--- src/rtl/pin_sampler_if.sv ---
// RAM port-B write bus between the pin sampler and the shared dual-port RAM.
interface pin_sampler_if #(
  parameter int unsigned ADDR_W = 21
);
  logic [ADDR_W-1:0] ram_addr;
  logic [15:0]       ram_data_out;
  logic              ram_wr;
  logic              ram_en;

  modport master (output ram_addr, output ram_data_out, output ram_wr, output ram_en);
  modport slave  (input  ram_addr, input  ram_data_out, input  ram_wr, input  ram_en);
endinterface

--- src/rtl/pin_sampler.sv ---
// Samples 16 pins at a programmable period into a RAM ring buffer, following
// each sample with a status/pointer word the MCU can poll.
module pin_sampler #(
  parameter int unsigned       ADDR_W    = 21,
  parameter logic [ADDR_W-1:0] BUF_BASE  = ADDR_W'(21'h001000),
  parameter int unsigned       BUF_DEPTH = 1024,
  parameter logic [ADDR_W-1:0] PTR_ADDR  = ADDR_W'(21'h000FFF)
) (
  input  logic                clk,
  input  logic                reset,
  input  logic [15:0]         pin_in,
  input  logic                start,
  input  logic                stop,
  input  logic                continuous,
  input  logic [15:0]         divider,
  pin_sampler_if.master       ram,
  output logic                busy,
  output logic                wrapped,
  output logic                done
);

  localparam int unsigned IDX_W = (BUF_DEPTH > 1) ? $clog2(BUF_DEPTH) : 1;
  localparam int unsigned PER_W = 16;
  localparam int unsigned DAT_W = 16;

  typedef enum logic [1:0] {S_IDLE, S_SAMPLE, S_PTR, S_WAIT} state_e;

  state_e             state_q, state_d;
  logic [DAT_W-1:0]   sync1_q, sync1_d, pin_s_q, pin_s_d;
  logic [IDX_W-1:0]   idx_q, idx_d;
  logic               wrapped_q, wrapped_d, done_q, done_d, busy_q, busy_d;
  logic [PER_W-1:0]   period_q, period_d, cnt_q, cnt_d;
  logic               cont_q, cont_d, stop_pend_q, stop_pend_d;
  logic [ADDR_W-1:0]  ram_addr_q, ram_addr_d;
  logic [DAT_W-1:0]   ram_data_q, ram_data_d;
  logic               ram_wr_q, ram_wr_d;

  logic               start_ok, last, wrap_nx, halt;
  logic [IDX_W-1:0]   idx_inc;

  assign start_ok = start & ~stop;
  assign last     = (idx_q == IDX_W'(BUF_DEPTH - 1));
  assign idx_inc  = idx_q + IDX_W'(1);
  assign wrap_nx  = wrapped_q | last;
  assign halt     = stop_pend_q | stop;

  // State register
  always_ff @(posedge clk or negedge reset) begin
    if (!reset) state_q <= S_IDLE;
    else        state_q <= state_d;
  end

  // Next-state logic
  always_comb begin
    state_d = state_q;
    unique case (state_q)
      S_IDLE:   if (start_ok) state_d = S_SAMPLE;
      S_SAMPLE: state_d = S_PTR;
      S_PTR: begin
        if (halt)                  state_d = S_IDLE;
        else if (!cont_q && last)  state_d = S_IDLE;
        else if (period_q == PER_W'(2)) state_d = S_SAMPLE;
        else                       state_d = S_WAIT;
      end
      S_WAIT: begin
        if (stop)                  state_d = S_IDLE;
        else if (cnt_q == '0)      state_d = S_SAMPLE;
      end
      default:                     state_d = S_IDLE;
    endcase
  end

  // Datapath and registered-output next values
  always_comb begin
    sync1_d     = pin_in;
    pin_s_d     = sync1_q;
    idx_d       = idx_q;
    wrapped_d   = wrapped_q;
    done_d      = done_q;
    period_d    = period_q;
    cont_d      = cont_q;
    cnt_d       = cnt_q;
    stop_pend_d = (state_q == S_SAMPLE) & stop;
    ram_addr_d  = ram_addr_q;
    ram_data_d  = ram_data_q;

    unique case (state_q)
      S_IDLE: begin
        if (start_ok) begin
          period_d  = (divider < PER_W'(2)) ? PER_W'(2) : divider;
          cont_d    = continuous;
          idx_d     = '0;
          wrapped_d = 1'b0;
          done_d    = 1'b0;
        end
      end
      S_PTR: begin
        idx_d     = idx_inc;
        wrapped_d = wrap_nx;
        cnt_d     = period_q - PER_W'(3);
        if (!halt && !cont_q && last) done_d = 1'b1;
      end
      S_WAIT: if (cnt_q != '0) cnt_d = cnt_q - PER_W'(1);
      default: ;
    endcase

    busy_d   = (state_d != S_IDLE);
    ram_wr_d = (state_d == S_SAMPLE) || (state_d == S_PTR);

    // Address/data are presented the cycle the write is issued; idx_d is the slot being filled
    if (state_d == S_SAMPLE) begin
      ram_addr_d = BUF_BASE + ADDR_W'(idx_d);
      ram_data_d = pin_s_q;
    end else if (state_d == S_PTR) begin
      ram_addr_d = PTR_ADDR;
      ram_data_d = {wrap_nx, 15'(idx_inc)};
    end
  end

  always_ff @(posedge clk or negedge reset) begin
    if (!reset) begin
      sync1_q     <= '0;
      pin_s_q     <= '0;
      idx_q       <= '0;
      wrapped_q   <= 1'b0;
      done_q      <= 1'b0;
      busy_q      <= 1'b0;
      period_q    <= PER_W'(2);
      cont_q      <= 1'b0;
      cnt_q       <= '0;
      stop_pend_q <= 1'b0;
      ram_addr_q  <= '0;
      ram_data_q  <= '0;
      ram_wr_q    <= 1'b0;
    end else begin
      sync1_q     <= sync1_d;
      pin_s_q     <= pin_s_d;
      idx_q       <= idx_d;
      wrapped_q   <= wrapped_d;
      done_q      <= done_d;
      busy_q      <= busy_d;
      period_q    <= period_d;
      cont_q      <= cont_d;
      cnt_q       <= cnt_d;
      stop_pend_q <= stop_pend_d;
      ram_addr_q  <= ram_addr_d;
      ram_data_q  <= ram_data_d;
      ram_wr_q    <= ram_wr_d;
    end
  end

  assign ram.ram_addr     = ram_addr_q;
  assign ram.ram_data_out = ram_data_q;
  assign ram.ram_wr       = ram_wr_q;
  assign ram.ram_en       = ram_wr_q;
  assign busy             = busy_q;
  assign wrapped          = wrapped_q;
  assign done             = done_q;

endmodule

--- src/flat_wrapper.sv ---
// flat-port wrapper written by rule: the top's interface ports become plain ports
module pin_sampler_flat 
#(
  parameter int unsigned       ADDR_W    = 21,
  parameter logic [ADDR_W-1:0] BUF_BASE  = ADDR_W'(21'h001000),
  parameter int unsigned       BUF_DEPTH = 1024,
  parameter logic [ADDR_W-1:0] PTR_ADDR  = ADDR_W'(21'h000FFF)
)
  (clk, reset, pin_in, start, stop, continuous, divider, busy, wrapped, done, ram_ram_addr, ram_ram_data_out, ram_ram_wr, ram_ram_en);
  pin_sampler_if #(.ADDR_W(ADDR_W)) ram_i ();
  input  logic clk;
  input  logic reset;
  input  logic [15:0] pin_in;
  input  logic start;
  input  logic stop;
  input  logic continuous;
  input  logic [15:0] divider;
  output logic busy;
  output logic wrapped;
  output logic done;
  output wire logic [$bits(ram_i.ram_addr)-1:0] ram_ram_addr;
  output wire logic [$bits(ram_i.ram_data_out)-1:0] ram_ram_data_out;
  output wire logic [$bits(ram_i.ram_wr)-1:0] ram_ram_wr;
  output wire logic [$bits(ram_i.ram_en)-1:0] ram_ram_en;
  assign ram_ram_addr = ram_i.ram_addr;
  assign ram_ram_data_out = ram_i.ram_data_out;
  assign ram_ram_wr = ram_i.ram_wr;
  assign ram_ram_en = ram_i.ram_en;
  pin_sampler #(.ADDR_W(ADDR_W), .BUF_BASE(BUF_BASE), .BUF_DEPTH(BUF_DEPTH), .PTR_ADDR(PTR_ADDR)) u_core (.clk(clk), .reset(reset), .pin_in(pin_in), .start(start), .stop(stop), .continuous(continuous), .divider(divider), .ram(ram_i), .busy(busy), .wrapped(wrapped), .done(done));
endmodule
--- config.mk ---
export PLATFORM = sky130hd
export DESIGN_NAME = pin_sampler_flat
export DESIGN_NICKNAME = d
export VERILOG_FILES = /design/src/rtl/pin_sampler_if.sv /design/src/rtl/pin_sampler.sv /design/src/flat_wrapper.sv
export SDC_FILE = /design/constraint.sdc
export NUM_CORES = 1
export LEC_CHECK = 0
export CORE_MARGIN = 8
export CORE_UTILIZATION = 58
export DETAILED_ROUTE_END_ITERATION = 12
export MAX_ROUTING_LAYER = met4
export PLACE_DENSITY = 0.86
export SYNTH_ARGS = -nofsm -noshare
export SYNTH_HDL_FRONTEND = slang
export SYNTH_SLANG_ARGS = --single-unit
--- constraint.sdc ---
create_clock -name clk -period 8.84 [get_ports clk]
set_clock_uncertainty 0.15 [all_clocks]
set_input_delay 1.326 -clock clk [delete_from_list [all_inputs] [get_ports clk]]
set_output_delay 1.326 -clock clk [all_outputs]
set_load 0.02 [all_outputs]
## After elaboration in Yosys (flattened, before gate mapping)

Cells that the tools add are included.

| word-level totals | value |
|---|---|
| bits in registers | 119 |
| input port bits | 37 |

| operators by class | value |
|---|---|
| add/subtract/negate cells | 4 |
| $lt $le $gt $ge | 1 |
| eq/ne operators | 10 |
| muxes and demuxes | 20 |
| bitwise logic cells | 5 |
| reductions and logical operators | 17 |

Operators with widths:

| kind | count |
|---|---|
| 16-bit two-way mux | 4 |
| 21-bit two-way mux | 2 |
| 16-bit case mux with 2 select lines | 1 |
| 10-bit case mux with 2 select lines | 1 |
| 16-bit by 2-bit == test with 1-bit output (second input constant) | 1 |
| 16-bit logical NOT | 1 |
| 16-bit by 2-bit < comparator with 1-bit output (second input constant) | 1 |
| 16-bit nonzero test | 1 |
| 16-bit by 1-bit subtractor with 16-bit output (second input constant) | 1 |
| 16-bit by 2-bit subtractor with 16-bit output (second input constant) | 1 |
| 13-bit by 10-bit adder with 14-bit output (first input constant) | 1 |
| 2-bit two-way mux | 6 |
| 10-bit by 1-bit adder with 10-bit output (second input constant) | 1 |
| 10-bit == test (second input constant) | 1 |
| 10-bit two-way mux | 1 |
| 2-bit case mux with 4 select lines | 1 |
| 2-bit nonzero test | 4 |
| 2-bit == test (second input constant) | 3 |
| 2-bit by 1-bit != test with 1-bit output (second input constant) | 3 |
| 2-bit AND reduction | 3 |
| 2-bit by 1-bit == test with 1-bit output (second input constant) | 2 |
| 1-bit case mux with 2 select lines | 2 |
| 1-bit logical AND | 3 |
| 3-bit AND reduction | 1 |
| 7 further kinds | 11 |

## Depth between registers and ports, before layout

Gate-level depths: netlist of the first run.

| logic depth | value |
|---|---|
| depth in word-level cells | 8 |
| gate-level depth with buffers | 13 |

## Worst setup path before layout of the first run

Ideal clock, no wire load.

| timing | value |
|---|---|
| path kind | register -> register |
| start | register u_core.cnt_q[0] |
| end | register u_core.ram_data_q[4] (netlist: u_core.ram.ram_data_out[4]) |
| arrival time | 2.990 ns |
| data required time | 8.565 ns |
| path slack | 5.575 ns |
| cell stages (with the launch flop) | 13 |
| buffers on the path | 3 |
| period minus slack after synthesis | 3.265 ns |
| cells stage by stage | dfrtp_1 > inv_1 > ha_1 > or4b_1 > buf_2 > nor3_1 > a21oi_1 > o22ai_1 > ha_1 > clkbuf_1 > clkbuf_1 > o21ai_0 > mux2_2 |

| on the way | value |
|---|---|
| longest elaborated chain between the ends | 6 |
| elaborated cells on any way between the ends | 8 |
| classes of those cells | eq/ne: 2; mux: 4; reduce/logical: 2 |

Ends and longest elaborated chain:

| element | line | source |
|---|---|---|
| from (decl) | pin_sampler.sv:32 | `logic [PER_W-1:0] period_q, period_d, cnt_q, cnt_d;` |
| from (signal assigned) | pin_sampler.sv:144 | `cnt_q <= cnt_d;` |
| 16-bit logical NOT (*) | pin_sampler.sv:67 | `else if (cnt_q == '0) state_d = S_SAMPLE;` |
| 2-bit two-way mux (*) | pin_sampler.sv:67 |  |
| 2-bit two-way mux (*) | pin_sampler.sv:66 | `if (stop) state_d = S_IDLE;` |
| 2-bit case mux with 4 select lines (*) | pin_sampler.sv:56 | `unique case (state_q)` |
| 2-bit by 1-bit == test with 1-bit output / 2-bit == test (equally long branches) | pin_sampler.sv:111, pin_sampler.sv:114 |  |
| 16-bit two-way mux / 2-bit nonzero test (equally long branches) | n/a |  |
| to (signal assigned) | pin_sampler.sv:147 | `ram_data_q <= ram_data_d;` |
| to (decl) | pin_sampler.sv:35 | `logic [DAT_W-1:0] ram_data_q, ram_data_d;` |

Mark *: on every way between the ends. The rest lies on a longest branch, timed or not.
A chain may end at the register's enable or synchronous reset.

## Worst setup path after layout of the first run

| timing | value |
|---|---|
| start | input stop |
| end | register u_core.ram_addr_q[2] (netlist: u_core.ram.ram_addr[2]) |

| on the way | value |
|---|---|
| longest elaborated chain between the ends | 6 |
| elaborated cells on any way between the ends | 14 |
| classes of those cells | add/sub: 1; eq/ne: 2; mux: 7; bitwise: 3; reduce/logical: 1 |

Ends and longest elaborated chain:

| element | line | source |
|---|---|---|
| from (decl) | flat_wrapper.sv:15 | `input logic stop;` |
| 1-bit inverter | pin_sampler.sv:41 | `assign start_ok = start & ~stop;` |
| 1-bit AND | pin_sampler.sv:41 |  |
| 10-bit two-way mux / 2-bit two-way mux (equally long branches) | pin_sampler.sv:89, pin_sampler.sv:57 |  |
| 10-bit case mux with 2 select lines / 2-bit case mux with 4 select lines (equally long branches) | pin_sampler.sv:87, pin_sampler.sv:56 |  |
| 13-bit by 10-bit adder with 14-bit output (tied with other cells) | pin_sampler.sv:112 | `ram_addr_d = BUF_BASE + ADDR_W'(idx_d);` |
| 21-bit two-way mux / 2-bit nonzero test (equally long branches) | n/a |  |
| to (signal assigned) | pin_sampler.sv:146 | `ram_addr_q <= ram_addr_d;` |
| to (decl) | pin_sampler.sv:34 | `logic [ADDR_W-1:0] ram_addr_q, ram_addr_d;` |

Several ways; a longest one is shown, not always the timed one.

==> metrics, run 1 <==
Finished Cell Area=0.00582 mm²; leading area contributor after synthesis=dfrtp_1; share of the synthesized area in the top cell type=55.5%; max_cap viols=0; Worst Max-Slew Pin Slew=1180 ps; simple-gate share of the synthesized area=13.6%; R2R Path End=u_core.ram.ram_data_out[8]$_DFFE_PN0P_; hold_buf cts=0; DR WL/cell=between 15 and 20 µm; Die W=108 µm; met2 global-route usage=32.0%; grt ovf=0; largest family of logic cells by synthesized area=compound AO/OA/AOI/OAI gates; crit-path max cell delay=510 ps; crit-path cells=clkdlybuf4s50_1, a2111oi_0, nor2b_1, o22ai_1, ha_1, buf_4, nand2_1, o22a_1; global-route wire length before repair=between 15 and 20 mm; DR pass1 iterations=6; Primary FF master, synth=dfrtp_1; placed cell area=roughly 0.0056 mm²; met3 usage=under 10%; Mapped Area=approximately 0.0049 mm²; CP max-delay cell=clkdlybuf4s50_1; most common cell in the netlist=dfrtp_1; Worst Hold Path Cells=0; Clock Path Buffers=2; I/O pins=79; Slew Limit Fails=0; initial antenna violation count=0; Power Total=1.70 mW; GR peak layer=met2; Mapped Avg Cell Area=around 11 µm²; Post-synth EDFFs=0; Residual DRC=0; register-to-register setup slack=5100 ps; synth top area cells=dfrtp_1 (55%), mux2_2 (4.8%), o21ai_0 (3.8%), a21oi_1 (3.0%), nor2_1 (2.7%); setup TNS=0 ps; Setup Buffers After CTS=0; count of buffers from port buffering=70; Yosys warning count=0; worst endpoint required time=8950 ps; met1 Track Usage GR=28.1%; Final Hold Vio Count=0; Pleak=2.36 nW; fin crit period=3760 ps; Pwr Density=292 mW/mm²; #FFs+latches synth=110; min-delay src=u_core.pin_s_d[11]$_DFF_PN0_; top post-synthesis cells by count=dfrtp_1 (109), o21ai_0 (37), nor2_1 (35); Via density=5.93; CTS Buf Count=9; routed wire length=11.4 mm; FP Rows=33; clock slew at reported path FFs=110 ps; Die Y=between 100 and 150 µm; arrival time at the worst endpoint=between 3000 and 4000 ps; Core Area=0.00822 mm²; crit path launch type=input port; share of cells above drive strength 1=under 10%; Worst Path Class, Setup=input port to flip-flop; Synth Instances=462; Total Routing Usage GR=20.9%; fin nets=564; HP Class=flip-flop to flip-flop; Vias=3733; R2R cell count=9; worst hold endpoint=u_core.pin_s_q[11]$_DFF_PN0_; Placement Setup Slack=4710 ps; post-CTS sizing=0; Peak VDD IR=0.178 mV; Ant. Diodes=0; Clock Sinks=between 100 and 150; initial detailed-routing violation count=between 200 and 300; Post-Synth XOR/XNOR Area=3.21%; Seq/Total Area, Yosys=56.0%; mux cell area share after synthesis=5.22%; CP Max Fanout=between 40 and 50; Routed Antenna Nets=0; Fmax=roughly 0.27 GHz; area grow syn2layout=18.4%; Slew headroom=21.2%; part of the cycle the worst path needs=~43%; status=completed; reg-to-reg startpoint=u_core.cnt_q[0]$_DFFE_PN0P_; vias in the first global route=3647; Critical Path Sink Type=flip-flop; unrepaired setup endpoints after global routing=false; adder-cell share of the synthesized area=1.78%; die footprint=0.0117 mm²; DP Wirelength=8.18 mm; Clock Latency Late Sink=380 ps; CTS root buffer=clkbuf_8; Final WS setup=~5000 ps; Yosys cell types=50; fraction of registers with async set/reset=100%; TritonCTS clock tree=yes; initial core utilization=59.8%; H-tree levels=3; gpl congestion=0.870; Synth Area in Compound Gates=15.2%; Final Setup Violations=0; largest net degree at the start of global routing=65; fillers=562
[placed cells by master, fill, tap and decap left out, types with 7 or more instances in the layout]
| cell | count |
|---|---|
| nor3_1 | 13 |
| or3_1 | 8 |
| o22ai_1 | 8 |
| nor4_1 | 11 |
| mux2_2 | 21 |
| inv_1 | 17 |
| nand2_1 | 27 |
| dfrtp_1 | 109 |
| o22a_1 | 14 |
| o31ai_1 | 7 |
| nor2_1 | 35 |
| conb_1 | 8 |
| xor2_1 | 8 |
| ha_1 | 7 |
| o21ai_0 | 37 |
| clkbuf_8 | 9 |
| xnor2_1 | 10 |
| clkdlybuf4s50_1 | 69 |
| a21oi_1 | 29 |
| nand3_1 | 13 |
[kinds of logic after synthesis]
group	Yosys count
AO/OA/AOI/OAI	117
XOR/XNOR	18
buffers and inverters	52
multiplexers	23
flip-flops	110
adder cells (fa/ha/maj)	7
AND/OR/NAND/NOR	134
other	1
[metrics by stage]
| step | hold slack, ps | cells | utilization, % |
|---|---|---|---|
| detailed placement | 185 | 614 | 68.5 |
| finish | 202 | 630 | 70.8 |
| global route | 219 | 630 | 70.8 |
| floorplan | 181 | 469 | - |
| CTS | 208 | 630 | 70.8 |
| global placement | 182 | 614 | 68.5 |
[worst max path at each step]
stage	slack, ps	start	end	depth (start not counted)
4_1_cts	5120	stop	u_core.ram.ram_addr[2]$_DFFE_PN0P_	8
3_5_place_dp	4710	stop	u_core.ram.ram_addr[2]$_DFFE_PN0P_	8
6_report	5080	stop	u_core.ram.ram_addr[2]$_DFFE_PN0P_	8
3_3_place_gp	4880	stop	u_core.ram.ram_addr[7]$_DFFE_PN0P_	9
5_1_grt	4810	u_core.cnt_q[0]$_DFFE_PN0P_	u_core.ram.ram_data_out[6]$_DFFE_PN0P_	10
2_1_floorplan	5580	u_core.cnt_q[0]$_DFFE_PN0P_	u_core.ram.ram_data_out[4]$_DFFE_PN0P_	12
[worst max-delay path, delay by kind of cell]
family / cells / cell delay [ps]
AO/OA/AOI/OAI: 3 / 760
AND/OR/NAND/NOR: 2 / 560
buffers and inverters: 2 / 880
adder cells (fa/ha/maj): 1 / 330
[power by group]
group / leakage, nW / switching [mW] / total (mW) / internal, mW
registers: 1.31 / 0.143 / 0.787 / 0.645
clock network: 0.0961 / 0.175 / 0.285 / 0.110
logic: 0.954 / 0.335 / 0.626 / 0.291
[state kept, by name, indices dropped and copies added, names as in the netlist]
name,count
u_core.state_q,2
u_core.ram.ram_addr,12
u_core.cnt_q,16
u_core.stop_pend_q,1
u_core.done,1
u_core.wrapped,1
u_core.idx_q,10
u_core.pin_s_q,16
u_core.ram.ram_en,1
u_core.cont_q,1
u_core.period_q,16
u_core.ram.ram_data_out,16
u_core.pin_s_d,16
u_core.busy,1
[per-layer routing]
layer / vias up / part of all wire (%)
li1: 1751 / -
met1: 1836 / 44
met2: 134 / 48
met3: 12 / 6.1
met4: 0 / 1.2
met5: - / 0
[cell type report]
| class | instances | area [µm²] | area share [%] |
|---|---|---|---|
| Timing Repair Buffer | 74 | 728 | 12.5 |
| Inverter | 18 | 67.6 | 1.16 |
| Multi-Input combinational cell | 307 | 1950 | 33.5 |
| Sequential cell | 110 | 2750 | 47.3 |
| Clock buffer | 10 | 128 | 2.19 |
| Clock inverter | 6 | 62.6 | 1.07 |
| Tap cell | 105 | 131 | 2.26 |
Note: power is estimated with default switching activity, not from simulation.
==> run 2: changes to the inputs <==
CORE_UTILIZATION = 48   (was 58)
PLACE_DENSITY = 0.76   (was 0.86)
clock period = 3.35 ns   (was 8.84 ns; I/O delays follow)
==> run 2 against run 1 <==
Effect of this change: global-route usage shrank 3.2 points; first-iteration DRC count decreased by 22%; combinational power grew to 2.7 times the previous value; non-clock buffer count is 8 higher; clock-buffer cell count did not move; power rose to 2.7 times the previous value; die area up 18%; critical path type is now flip-flop to flip-flop; largest power group unchanged; highest routed layer unchanged.
==> metrics, run 2 (synthesized netlist as in run 1, its figures left out) <==
Setup Buffers After CTS=0 (unchanged); Routed Antenna Nets=0 (unchanged); largest net degree at the start of global routing=57 (-12%); fillers=838 (+49%); crit path launch type=flip-flop; Metal-1 WL=5.28 mm (+4.8%); Finished Cell Area=0.00596 mm² (+2.4%); part of the cycle the worst path needs=between 90% and 100%; register-to-register setup slack=260 ps (-4840 ps); Slew Limit Fails=0 (unchanged); Slew headroom=41.6% (+20 points); max layer used=met4; CTS root buffer=clkbuf_8; Final Setup Violations=0 (unchanged); Vias=3702 (-0.83%); crit-path cells=inv_1, ha_1, or4b_1, nor3_1, a21oi_1, o22ai_1, ha_2, buf_12, o21ai_0, mux2_2; Worst Path Class, Setup=flip-flop to flip-flop; R2R cell count=10 (+1); commonest cells after routing, fill and taps aside=dfrtp_1 (109), clkdlybuf4s50_1 (69), o21ai_0 (37); unrepaired setup endpoints after global routing=false; Total Routing Usage GR=17.8% (-3.2 points); worst endpoint required time=3470 ps (-5480 ps); Ant. Diodes=0 (unchanged); fin crit period=~3100 ps; Final WS setup=260 ps (-4820 ps); Pleak=2.41 nW (+1.9%); Fin Hold WS=23.9 ps (-179 ps); Residual DRC=0 (unchanged); initial core utilization=48.5% (-11 points); Core Area=0.0101 mm² (+23%); routed wire length=11.3 mm (-0.61%); clock slew at reported path FFs=110 ps (about the same); area grow syn2layout=21.3%; share of cells above drive strength 1=11.3% (+2.1 points); initial antenna violation count=0 (unchanged); Die W=117 µm (+8.5%); fin cells=669 (+6.2%); gpl congestion=0.903 (+3.8%); Power Total=4.54 mW (+170%); H-tree levels=3 (unchanged); R2R Path End=u_core.ram.ram_data_out[3]$_DFFE_PN0P_; Placed Cells=653 (+6.4%); grt ovf=0 (unchanged); fin nets=572 (+1.4%); Fmax=0.324 GHz; Critical Path Sink Type=flip-flop; Worst Max-Slew Pin Slew=873 ps (-304 ps); placed cell area=0.00575 mm² (+2.2%); Placement Setup Slack=190 ps (-4520 ps); DR pass1 iterations=4 (-2); vias in the first global route=3689 (+1.2%); global-route wire length before repair=18.6 mm (-0.96%); CP max-delay cell=or4b_1; Final Hold Vio Count=0 (unchanged); Peak VDD IR=0.368 mV (+110%); Clock Sinks=110 (unchanged); I/O pins=79 (unchanged); HP Class=input port to async pin; reg-to-reg startpoint=u_core.cnt_q[0]$_DFFE_PN0P_; Via density=5.53 (-6.6%); die footprint=0.0137 mm² (+18%); crit-path max cell delay=490 ps (-20 ps); TritonCTS clock tree=yes; CTS Buf Count=9 (unchanged); Routed met3 length=541 µm (-22%); Clock Latency Late Sink=380 ps (about the same); Die Y=117 µm (+8.5%); status=completed; Pwr Density=761 mW/mm² (+160%); arrival time at the worst endpoint=3210 ps (-660 ps); Clock Path Buffers=2 (unchanged); count of buffers from port buffering=70 (unchanged); most common cell after layout, fill and taps aside=dfrtp_1; setup TNS=0 ps (unchanged); DR WL/cell=16.9 µm (-6.4%); final core area utilization=58.8% (-12 points); met2 WL=5.36 mm (-2.9%); CP Max Fanout=13 (-68%); initial detailed-routing violation count=222 (-22%); DP Wirelength=8.29 mm (+1.3%); max_cap viols=0 (unchanged); FP Rows=37 (+12%)
[run 2: cell types whose count changed in the layout (fill, tap and decap cells not counted)]
cell,before,now
nor3_1,13,12
clkinv_4,2,1
nor4_1,11,10
buf_12,0,2
nor3_2,0,1
inv_6,2,3
ha_1,7,6
nand2_1,27,26
nand2_2,0,1
buf_4,5,11
nor4_2,0,1
ha_2,0,1
[run 2: critical path, delay by kind of cell (launching register included)]
family	cells	cell delay [ps]
adders and majority gates	2	530
DFF	1	430
buffers and inverters	2	220
AOI/OAI and AO/OA	3	550
and+or+nand+nor	2	840
muxes	1	270
[run 2: what timing repair did]
item	4_1_cts	5_1_grt
hold buffers	0	0
endpoints found under the setup margin	0	22
gates resized for setup	0	4
[run 2: layout make-up]
cell class                 count  area, µm²  share of cell area (%)
clock inverter                 6       62.6                    1.05
timing repair buffer          82        813                    13.6
tap                          136        170                    2.85
sequential                   110       2750                    46.2
inverter                      18       67.6                    1.13
clock buffer                  10        128                    2.14
multi-input combinational    307       1970                    33.0
[run 2: metal layers]
metal | up-vias | track usage (%)
li1 | 1765 | -
met1 | 1820 | 24.6
met2 | 104 | 25.8
met3 | 13 | 3.13
met4 | 0 | 6.31
met5 | - | -
[run 2: power by group]
part / switching, mW / internal [mW]
clock: 0.478 / 0.292
sequential: 0.371 / 1.70
combinational: 0.897 / 0.797
total: 1.75 / 2.79
[run 2: worst max path at each step]
stage | from | end | slack [ps]
floorplan | u_core.cnt_q[0]$_DFFE_PN0P_ | u_core.ram.ram_data_out[4]$_DFFE_PN0P_ | 90
global placement | u_core.period_q[7]$_DFFE_PN0P_ | u_core.ram.ram_data_out[3]$_DFFE_PN0P_ | 320
detailed placement | u_core.period_q[7]$_DFFE_PN0P_ | u_core.ram.ram_data_out[3]$_DFFE_PN0P_ | 190
CTS | u_core.period_q[7]$_DFFE_PN0P_ | u_core.ram.ram_data_out[3]$_DFFE_PN0P_ | 170
global route | u_core.idx_q[0]$_DFF_PN0_ | u_core.ram.ram_data_out[9]$_DFFE_PN0P_ | 4
finish | u_core.cnt_q[0]$_DFFE_PN0P_ | u_core.ram.ram_data_out[3]$_DFFE_PN0P_ | 260
